**src/rtl/tff_mod_counter.sv**
```systemverilog
`default_nettype none
// ============================================================================
//  Module   : tff_mod_counter
//  Purpose  : Modulo-N up/down counter built as a bank of T flip-flops. Each
//             count bit toggles when its toggle-enable bit is set; the toggle
//             vector is the XOR of the current and the desired next count.
//             Supports parallel load with range check, wrap or saturate at
//             the end of range, a terminal-count strobe, a divider toggle
//             output and a sticky overflow flag.
//  Ports    : clk       - clock, rising edge
//             reset     - synchronous active-high reset
//             en        - step enable
//             up        - direction (1 = up, 0 = down)
//             load/din  - parallel load request / value
//             clr_ovf   - clear sticky ovf
//             count     - registered count
//             tc        - terminal-count strobe (combinational)
//             div_out   - toggles on every terminal step
//             ovf       - sticky terminal-step flag
//             load_err  - one-cycle pulse after an out-of-range load
//  Revision : 1.0 - initial release
// ============================================================================
module tff_mod_counter #(
    parameter int WIDTH    = 4,
    parameter int MODULUS  = 10,
    parameter bit SATURATE = 1'b0
) (
    input  logic             clk,
    input  logic             reset,
    input  logic             en,
    input  logic             up,
    input  logic             load,
    input  logic [WIDTH-1:0] din,
    input  logic             clr_ovf,
    output logic [WIDTH-1:0] count,
    output logic             tc,
    output logic             div_out,
    output logic             ovf,
    output logic             load_err
);

    // MODULUS may equal 2^WIDTH, so the range check needs one extra bit.
    localparam int             c_MOD_M1  = MODULUS - 1;
    localparam logic [WIDTH:0] c_MOD     = MODULUS[WIDTH:0];
    localparam logic [WIDTH-1:0] c_END_UP = c_MOD_M1[WIDTH-1:0];
    localparam logic [WIDTH-1:0] c_ZERO   = '0;
    localparam logic [WIDTH-1:0] c_ONE    = {{(WIDTH-1){1'b0}}, 1'b1};

    logic [WIDTH-1:0] r_count;
    logic             r_div;
    logic             r_ovf;
    logic             r_load_err;

    logic [WIDTH-1:0] w_end;
    logic             w_at_end;
    logic             w_din_bad;
    logic             w_tc;
    logic [WIDTH-1:0] w_next;
    logic [WIDTH-1:0] w_tvec;

    assign w_end     = up ? c_END_UP : c_ZERO;
    assign w_at_end  = (r_count == w_end);
    assign w_din_bad = ({1'b0, din} >= c_MOD);
    assign w_tc      = en & ~load & ~reset & w_at_end;

    // Desired next count; the toggle vector is derived from it so that the
    // state register is a pure T flip-flop bank (count ^ t_vec).
    always_comb begin
        w_next = r_count;
        if (load) begin
            if (!w_din_bad) begin
                w_next = din;
            end
        end else if (en) begin
            if (w_at_end) begin
                if (!SATURATE) begin
                    w_next = up ? c_ZERO : c_END_UP;
                end
            end else begin
                w_next = up ? (r_count + c_ONE) : (r_count - c_ONE);
            end
        end
    end

    assign w_tvec = r_count ^ w_next;

    always_ff @(posedge clk) begin
        if (reset) begin
            r_count    <= '0;
            r_div      <= 1'b0;
            r_ovf      <= 1'b0;
            r_load_err <= 1'b0;
        end else begin
            r_count    <= r_count ^ w_tvec;
            r_div      <= r_div ^ w_tc;
            // A terminal step takes precedence over a simultaneous clear.
            r_ovf      <= w_tc | (r_ovf & ~clr_ovf);
            r_load_err <= load & w_din_bad;
        end
    end

    assign count    = r_count;
    assign tc       = w_tc;
    assign div_out  = r_div;
    assign ovf      = r_ovf;
    assign load_err = r_load_err;

endmodule
`default_nettype wire
```
**config.mk**
```make
export PLATFORM = sky130hd
export DESIGN_NAME = tff_mod_counter
export DESIGN_NICKNAME = d
export VERILOG_FILES = /design/src/rtl/tff_mod_counter.sv
export SDC_FILE = /design/constraint.sdc
export NUM_CORES = 1
export LEC_CHECK = 0
export ABC_AREA = 1
export CORE_MARGIN = 2
export CORE_UTILIZATION = 38
export DETAILED_ROUTE_END_ITERATION = 12
export PLACE_DENSITY = 0.71
export SETUP_SLACK_MARGIN = 0.05
export SYNTH_ARGS = -nofsm -noshare
export SYNTH_HDL_FRONTEND = slang
export SYNTH_SLANG_ARGS = --single-unit
```
**constraint.sdc**
```tcl
create_clock -name clk -period 1.3 [get_ports clk]
set_clock_uncertainty 0.05 [all_clocks]
set_input_delay 0.26 -clock clk [delete_from_list [all_inputs] [get_ports clk]]
set_output_delay 0.26 -clock clk [all_outputs]
set_load 0.1 [all_outputs]
```
Yosys cells after proc, flatten, opt, wreduce, memory -nomap -nowiden
Index checks and enable logic that the tools add are counted.

Order comparisons: 1. Multiplexer cells: 7. Bitwise logic cells: 12. Equal/unequal tests: 1. Add/sub/neg operators: 2.

Operator list (number): 4-bit 2-to-1 mux (7); 4-bit bitwise XOR (2); 1-bit bitwise AND (5); 4-bit by 1-bit adder with 4-bit output, second input constant (1); 4-bit equality test (1); 4-bit greater-or-equal comparator, second input constant (1); 4-bit by 1-bit subtractor with 4-bit output, second input constant (1); 1-bit NOT (3); 1-bit bitwise OR (1); 1-bit bitwise XOR (1).

Input port bits: 10. Bits in registers: 7. Logic and storage cells: 27. Output and inout bits: 8.

Longest topological paths before layout
Gate-level depths: netlist of the first run.

Depth after elaboration: 7. Gate-level depth with buffers: 10. Gate-level depth less buffers: 10.

Least setup slack after synthesis of the first run
Ideal clock, no wire load.

Path type: register to register. From: reg r_count[0] (netlist: count[0]). To: reg r_div (netlist: div_out). Arrival: 1956 ps. Required time: 1141 ps. Setup time: 109 ps. Stages on the path, launching flop included: 10. Path slack: -816 ps. Period minus slack after synthesis: 2116 ps. Path buffers: 0. Path through: dfxtp_1 > inv_2 > o21ai_2 > nand3_2 > inv_2 > nand3_4 > clkinv_2 > nand2_2 > nand2_1 > inv_1.

Word-level cells in the longest chain between the ends: 3.

Ends and longest elaborated chain: start, declared (line 49) `logic [WIDTH-1:0] r_count;`; start signal, assigned (line 94) `r_count <= r_count ^ w_tvec;`; 4-bit equality test (line 62) `assign w_at_end = (r_count == w_end);`; 1-bit bitwise AND (line 64) `assign w_tc = en & ~load & ~reset & w_at_end;`; net tc (line 36) `output logic tc,`; 1-bit bitwise XOR (line 95) `r_div <= r_div ^ w_tc;`; end signal, assigned (line 95); end, declared (line 50) `logic r_div;`.

The timed path passes the listed nets, and every way through them passes these cells. A chain may end at the register's enable or synchronous reset.

Worst setup path after layout of the first run
From: reg r_count[2] (netlist: count[2]). To: out tc.

Word-level cells in the longest chain between the ends: 2.

Ends and longest elaborated chain (line): 4-bit equality test (62); 1-bit bitwise AND (64); end, declared (36).

Every way passes these cells.

==> results of run 1 <==
## synth_stat cells
library cell	count	area, sq um
a21oi_1	9	45.0
nand3_1	3	15.0
nor2_2	1	6.26
o21ai_1	1	5.00
nand3_2	1	10.0
nand2_1	19	71.3
nor2_1	3	11.3
a31oi_1	1	6.26
o21ai_0	6	30.0
or2_1	1	6.26
inv_1	11	41.3
clkinv_2	1	5.00
nand3_4	1	17.5
xnor2_1	1	8.76
ha_1	2	25.0
nand2_2	1	6.26
dfxtp_1	7	140
fa_1	1	20.0
inv_2	2	7.51
nor3_1	2	10.0
o21ai_2	1	8.76
nand4_1	1	6.26
## layer usage
metal  GRT usage, %  wire length [microns]
met1           25.1                    654
met2           36.9                    818
met3           4.44                     76
met4           15.0                     48
met5              0                      0
## area by class of cell
cell class              count  area (sq um)  share of cell area (%)
clock buffers               4          26.3                    2.49
inverters                  14          70.1                    6.65
multi-input cells          55           360                    34.2
flip-flops and latches      7           158                    15.0
well taps                  15          18.8                    1.78
repair buffers             38           420                    39.9
## how the worst min path moves through the flow
stage	slack, ns	end
after global placement	0.43	ovf
final	0.42	count[3]
after CTS	0.45	ovf
after detailed placement	0.43	ovf
after floorplan	0.28	count[0]
after global routing	0.44	count[2]
## registers in the layout (all words and copies together), names as in the netlist
signal,flops
ovf,1
load_err,1
div_out,1
count,4
## report_power, final
group,internal (mW),leakage (nW),total (mW),switching [mW]
Sequential,0.231,0.0610,0.254,0.0233
Combinational,0.211,0.429,0.473,0.263
Clock,0.119,0.0150,0.221,0.102
Total,0.560,0.505,0.949,0.388
## kinds of logic after synthesis
family	Yosys count	synth area share [%]
compound gates	18	18.9
simple gates	33	31.8
xor+xnor	1	1.74
flops	7	27.9
fa+ha+maj	3	8.95
buf+inv	14	10.7
## critical path, delay by kind of cell, from the launching register on
family	cells	cell delay (ns)
AND/OR/NAND/NOR	3	0.30
buffers and inverters	3	0.31
flip-flops	1	0.36
## stage by stage
| step | power [mW] | setup WS, ns |
|---|---|---|
| 6_report | 0.949 | -0.246 |
| 5_1_grt | 0.991 | -0.310 |
| 4_1_cts | 0.916 | -0.258 |
| 3_5_place_dp | 0.683 | -0.516 |
| 3_3_place_gp | 0.677 | -0.483 |
| 2_1_floorplan | 0.496 | -0.166 |
## timing repair
action,in CTS,in global routing
pin swaps,5,1
setup buffers,4,2
gates resized for setup,10,8
endpoints found under the setup margin,6,8
endpoints found under the hold margin,0,0
hold buffers,0,0
==> flow_summary.ini, run 1 <==
[sta]
timing.hold.ws_ns = 0.415
timing.fmax_mhz = 647
min_period_ns = 1.55
finalHoldViolations = 0
fin_ws_ns = -0.246
tightestPinTransition_ns = 0.250
rsz0062_at_grt = yes
setup_tns_ns = -0.395
slew_violations = 0
setup_violations = 2
slew-limit-headroom_pct = 83.3
period_share_pct = 119

[placed_design]
dpl_cell_area_sq_um = 933
port_buffers = 17
hpwl_mm = 1.10
gp_congestion = 0.832
placed_cells = 123

[critical_path]
arrival_ns = 1.24
cp_slowest_cell = dfxtp_4
worstPathCellList = nor2_4, nand3_2, inv_2, nand3_4, clkinv_8, buf_12
cp-start-kind = flop
critical_path_class = reg -> out
r2r-end = count[3]
critPathLaunch = count[2]
r2r_setup_slack_ns = -0.15
worstPathMaxFanout = 3
r2r.worst_path.cells = 9
worstSetupEndpoint = tc
cp-end-kind = primary output
max_stage_delay_ns = 0.36
required_ns = 0.99
r2r-start = count[2]

[yosys]
seq_area_frac_synth_pct = 27.9
ys_warn_count = 0
syn_inst = 76
netlist_area_sq_um = 503
yosysUniqueCellTypes = 22
synth.avg_cell_area_sq_um = 6.62
ys_ff_latch = 7
syn-num-nets = 89

[drt]
wirelength_mm = 1.60
num_vias = 648
ant_nets = 0
dr.pass1.iters = 4
avgRoutedWirePerCell_microns = 12.0
drt_iter0_drc = 14
drcViolationCount = 0
routed_via_density = 4.87

[layout]
final_cell_count_no_fill = 133
diodes = 0
drive_gt1_share_pct = 48.3
syn_to_final_growth_pct = 109
final_common_cell = nand2_1
utilization_pct = 83.0
final_area_sq_um = 1050
final_cell_mix = 18 x nand2_1, 17 x buf_4, 10 x inv_1, 8 x buf_12
final_nets = 132
fillCellCount = 87

[floorplan]
fp.dieW_microns = 40.4
floorplan.initialDensity_pct = 39.6
num_io_pins = 18
dieArea_sq_um = 1630
die_y_microns = 40.4
core_area_sq_um = 1270
rows = 13

[power]
powerDensity_nw_per_um2 = 901
ir_worst_vdd_mv = 0.677
cellLeakagePower_nw = 0.505

[clocking]
clock-root-buffer = clkbuf_4
cts_tree = done
clock_path_buffers = 2
clk_pin_slew_ns = 0.06
numCtsBuffers = 3
insertion_delay_ns = 0.27
htreeDepth = 1
clock-sinks = 7

[hold_path]
hold_path_depth = 4
worstHoldStart = load
hp-class = in -> reg

[global_route]
grt_use_total_pct = 22.2
grt_antenna_before_repair = 0
grt_pass1_vias = 579
overflow = 0
grt_max_degree = 6
grt_first_pass_wirelength_mm = 2.30

[flow_run]
cap_viol_max_count = 0

[outcome]
status = complete, but fails checks
violations = setup timing
Power figures use the tool's default switching activity.
==> run 2, diff against run 1 <==
--- a/config.mk
+++ b/config.mk
@@ -6,7 +6,6 @@
 export NUM_CORES = 1
 export LEC_CHECK = 0
 export ABC_AREA = 1
-export CORE_MARGIN = 2
 export CORE_UTILIZATION = 38
 export DETAILED_ROUTE_END_ITERATION = 12
 export PLACE_DENSITY = 0.71
==> run 2 against run 1 <==
Non-clock buffer count rose by 6. Worst setup slack got worse by 0.040 ns. Die area fell by 9.7%. The flow still finishes with violations (setup timing). Sequential power barely moved. Routed wire length rose by 83%. Largest cell class unchanged.
==> flow_summary.ini, run 2 (synthesized netlist as in run 1, its figures left out) <==
[floorplan]
num_io_pins = 18
floorplan.initialDensity_pct = 42.9
rows = 12
dieArea_sq_um = 1470
die_y_microns = 38.4
core_area_sq_um = 1170
fp.dieW_microns = 38.4

[global_route]
grt_max_degree = 6
overflow = 0
grt_use_total_pct = 30.1
grt_pass1_vias = 701
grt_antenna_before_repair = 0
grt_first_pass_wirelength_mm = 2.99

[critical_path]
crit_family = flip-flops
cp_slowest_cell = dfxtp_4
worstPathCellList = nand2_2, nand2_2, nand3_2, inv_2, nand3_4, clkinv_8, buf_12
critical_path_class = reg -> out
r2r-start = count[2]
crit_buf_inv = 3
worstPathMaxFanout = 3
cp-start-kind = flop
crit_top_cell = nand2_2
critPathLaunch = count[3]
arrival_ns = 1.28
cp-end-kind = primary output
max_stage_delay_ns = 0.37
required_ns = 0.99

[drt]
drcViolationCount = 0
ant_nets = 0
avgRoutedWirePerCell_microns = 21.1
dr.pass1.iters = 4
wirelength_mm = 2.92
drt_iter0_drc = 60
num_vias = 842
routed_via_density = 6.10

[hold_path]
worstHoldStart = din[3]
hp-class = in -> reg

[layout]
syn_to_final_growth_pct = 123
largest_reg_flops = 4
fillCellCount = 32
drive_gt1_share_pct = 53.2
diodes = 0
final_nets = 138
utilization_pct = 95.6
final_common_cell = buf_4
final_cell_mix = 20 x buf_4, 15 x nand2_1, 10 x inv_1, 8 x buf_12, 7 x buf_6

[sta]
finalHoldViolations = 0
slew-limit-headroom_pct = 83.1
min_period_ns = 1.59
timing.hold.ws_ns = 0.429
timing.fmax_mhz = 630
setup_violations = 8
tightestPinTransition_ns = 0.251
fin_ws_ns = -0.286
period_share_pct = 122
rsz0062_at_grt = yes
slew_violations = 0

[outcome]
status = complete, but fails checks
violations = setup timing

[clocking]
clock-sinks = 7
clk_pin_slew_ns = 0.06
numCtsBuffers = 3
postCtsHoldBufs = 0
clock_path_buffers = 2
htreeDepth = 1
cts_tree = done
insertion_delay_ns = 0.26
clock-root-buffer = clkbuf_4

[power]
cellLeakagePower_nw = 0.558
ir_worst_vdd_mv = 0.909
powerDensity_nw_per_um2 = 905

[flow_run]
cap_viol_max_count = 0

[placed_design]
hpwl_mm = 1.21
gp_congestion = 0.812
port_buffers = 17
## run 2: layout make-up
| type | instances | area [sq um] | area share, % |
|---|---|---|---|
| Timing Repair Buffer | 44 | 483 | 43.1 |
| Multi-Input combinational cell | 55 | 365 | 32.6 |
| Sequential cell | 7 | 158 | 14.1 |
| Inverter | 14 | 70.1 | 6.26 |
| Clock buffer | 4 | 26.3 | 2.35 |
| Tap cell | 14 | 17.5 | 1.56 |
## run 2: power by group
part	switching, mW	total (mW)	internal [mW]
clock network	0.0928	0.211	0.118
registers	0.0261	0.257	0.231
logic	0.313	0.545	0.232
## run 2: timing repair
action                     in CTS  in global routing
setup endpoints to repair       6                 10
setup buffers                   3                  7
gates resized for setup        10                 16
pin swaps                       7                  7
## run 2: worst paths after layout
path	end	slack, ns	depth (start not counted)
worst max register to register	count[3]	-0.22	9
worst max-delay path	tc	-0.29	7
worst min-delay path	load_err	0.43	4
worst min register to register	div_out	0.49	3
## run 2: routing by layer
layer | part of all wire [%] | vias to the layer above | wire length, microns | GRT usage (%)
met5 | 0 | - | 0 | 0
met4 | 6.8 | 0 | 199 | 15.5
met3 | 9.3 | 23 | 272 | 5.23
met2 | 50 | 81 | 1460 | 59.3
met1 | 34 | 393 | 984 | 29.1
li1 | - | 345 | - | -
## run 2: worst register-to-register path, stage by stage, from the launching register on
cell and delay, ns:
dfxtp_4 0.36, buf_4 0.14, ha_4 0.24, or2_4 0.24, nand2_1 0.06, nand2_1 0.06
nand3_1 0.08, nand2_1 0.05, nand2_1 0.07, a21oi_2 0.05
## run 2: through the flow
stage                     power (mW)  area, sq um  instances  TNS (ns)  setup WS (ns)
after CTS                      0.924         1030        133    -0.606         -0.247
final                           1.01         1120        138     -1.25         -0.286
after detailed placement       0.693          962        126     -2.93         -0.589
after floorplan                0.496          552         76    -0.642         -0.166
after global placement         0.682          962        126     -2.63         -0.522
after global routing            1.04         1120        138     -1.54         -0.338
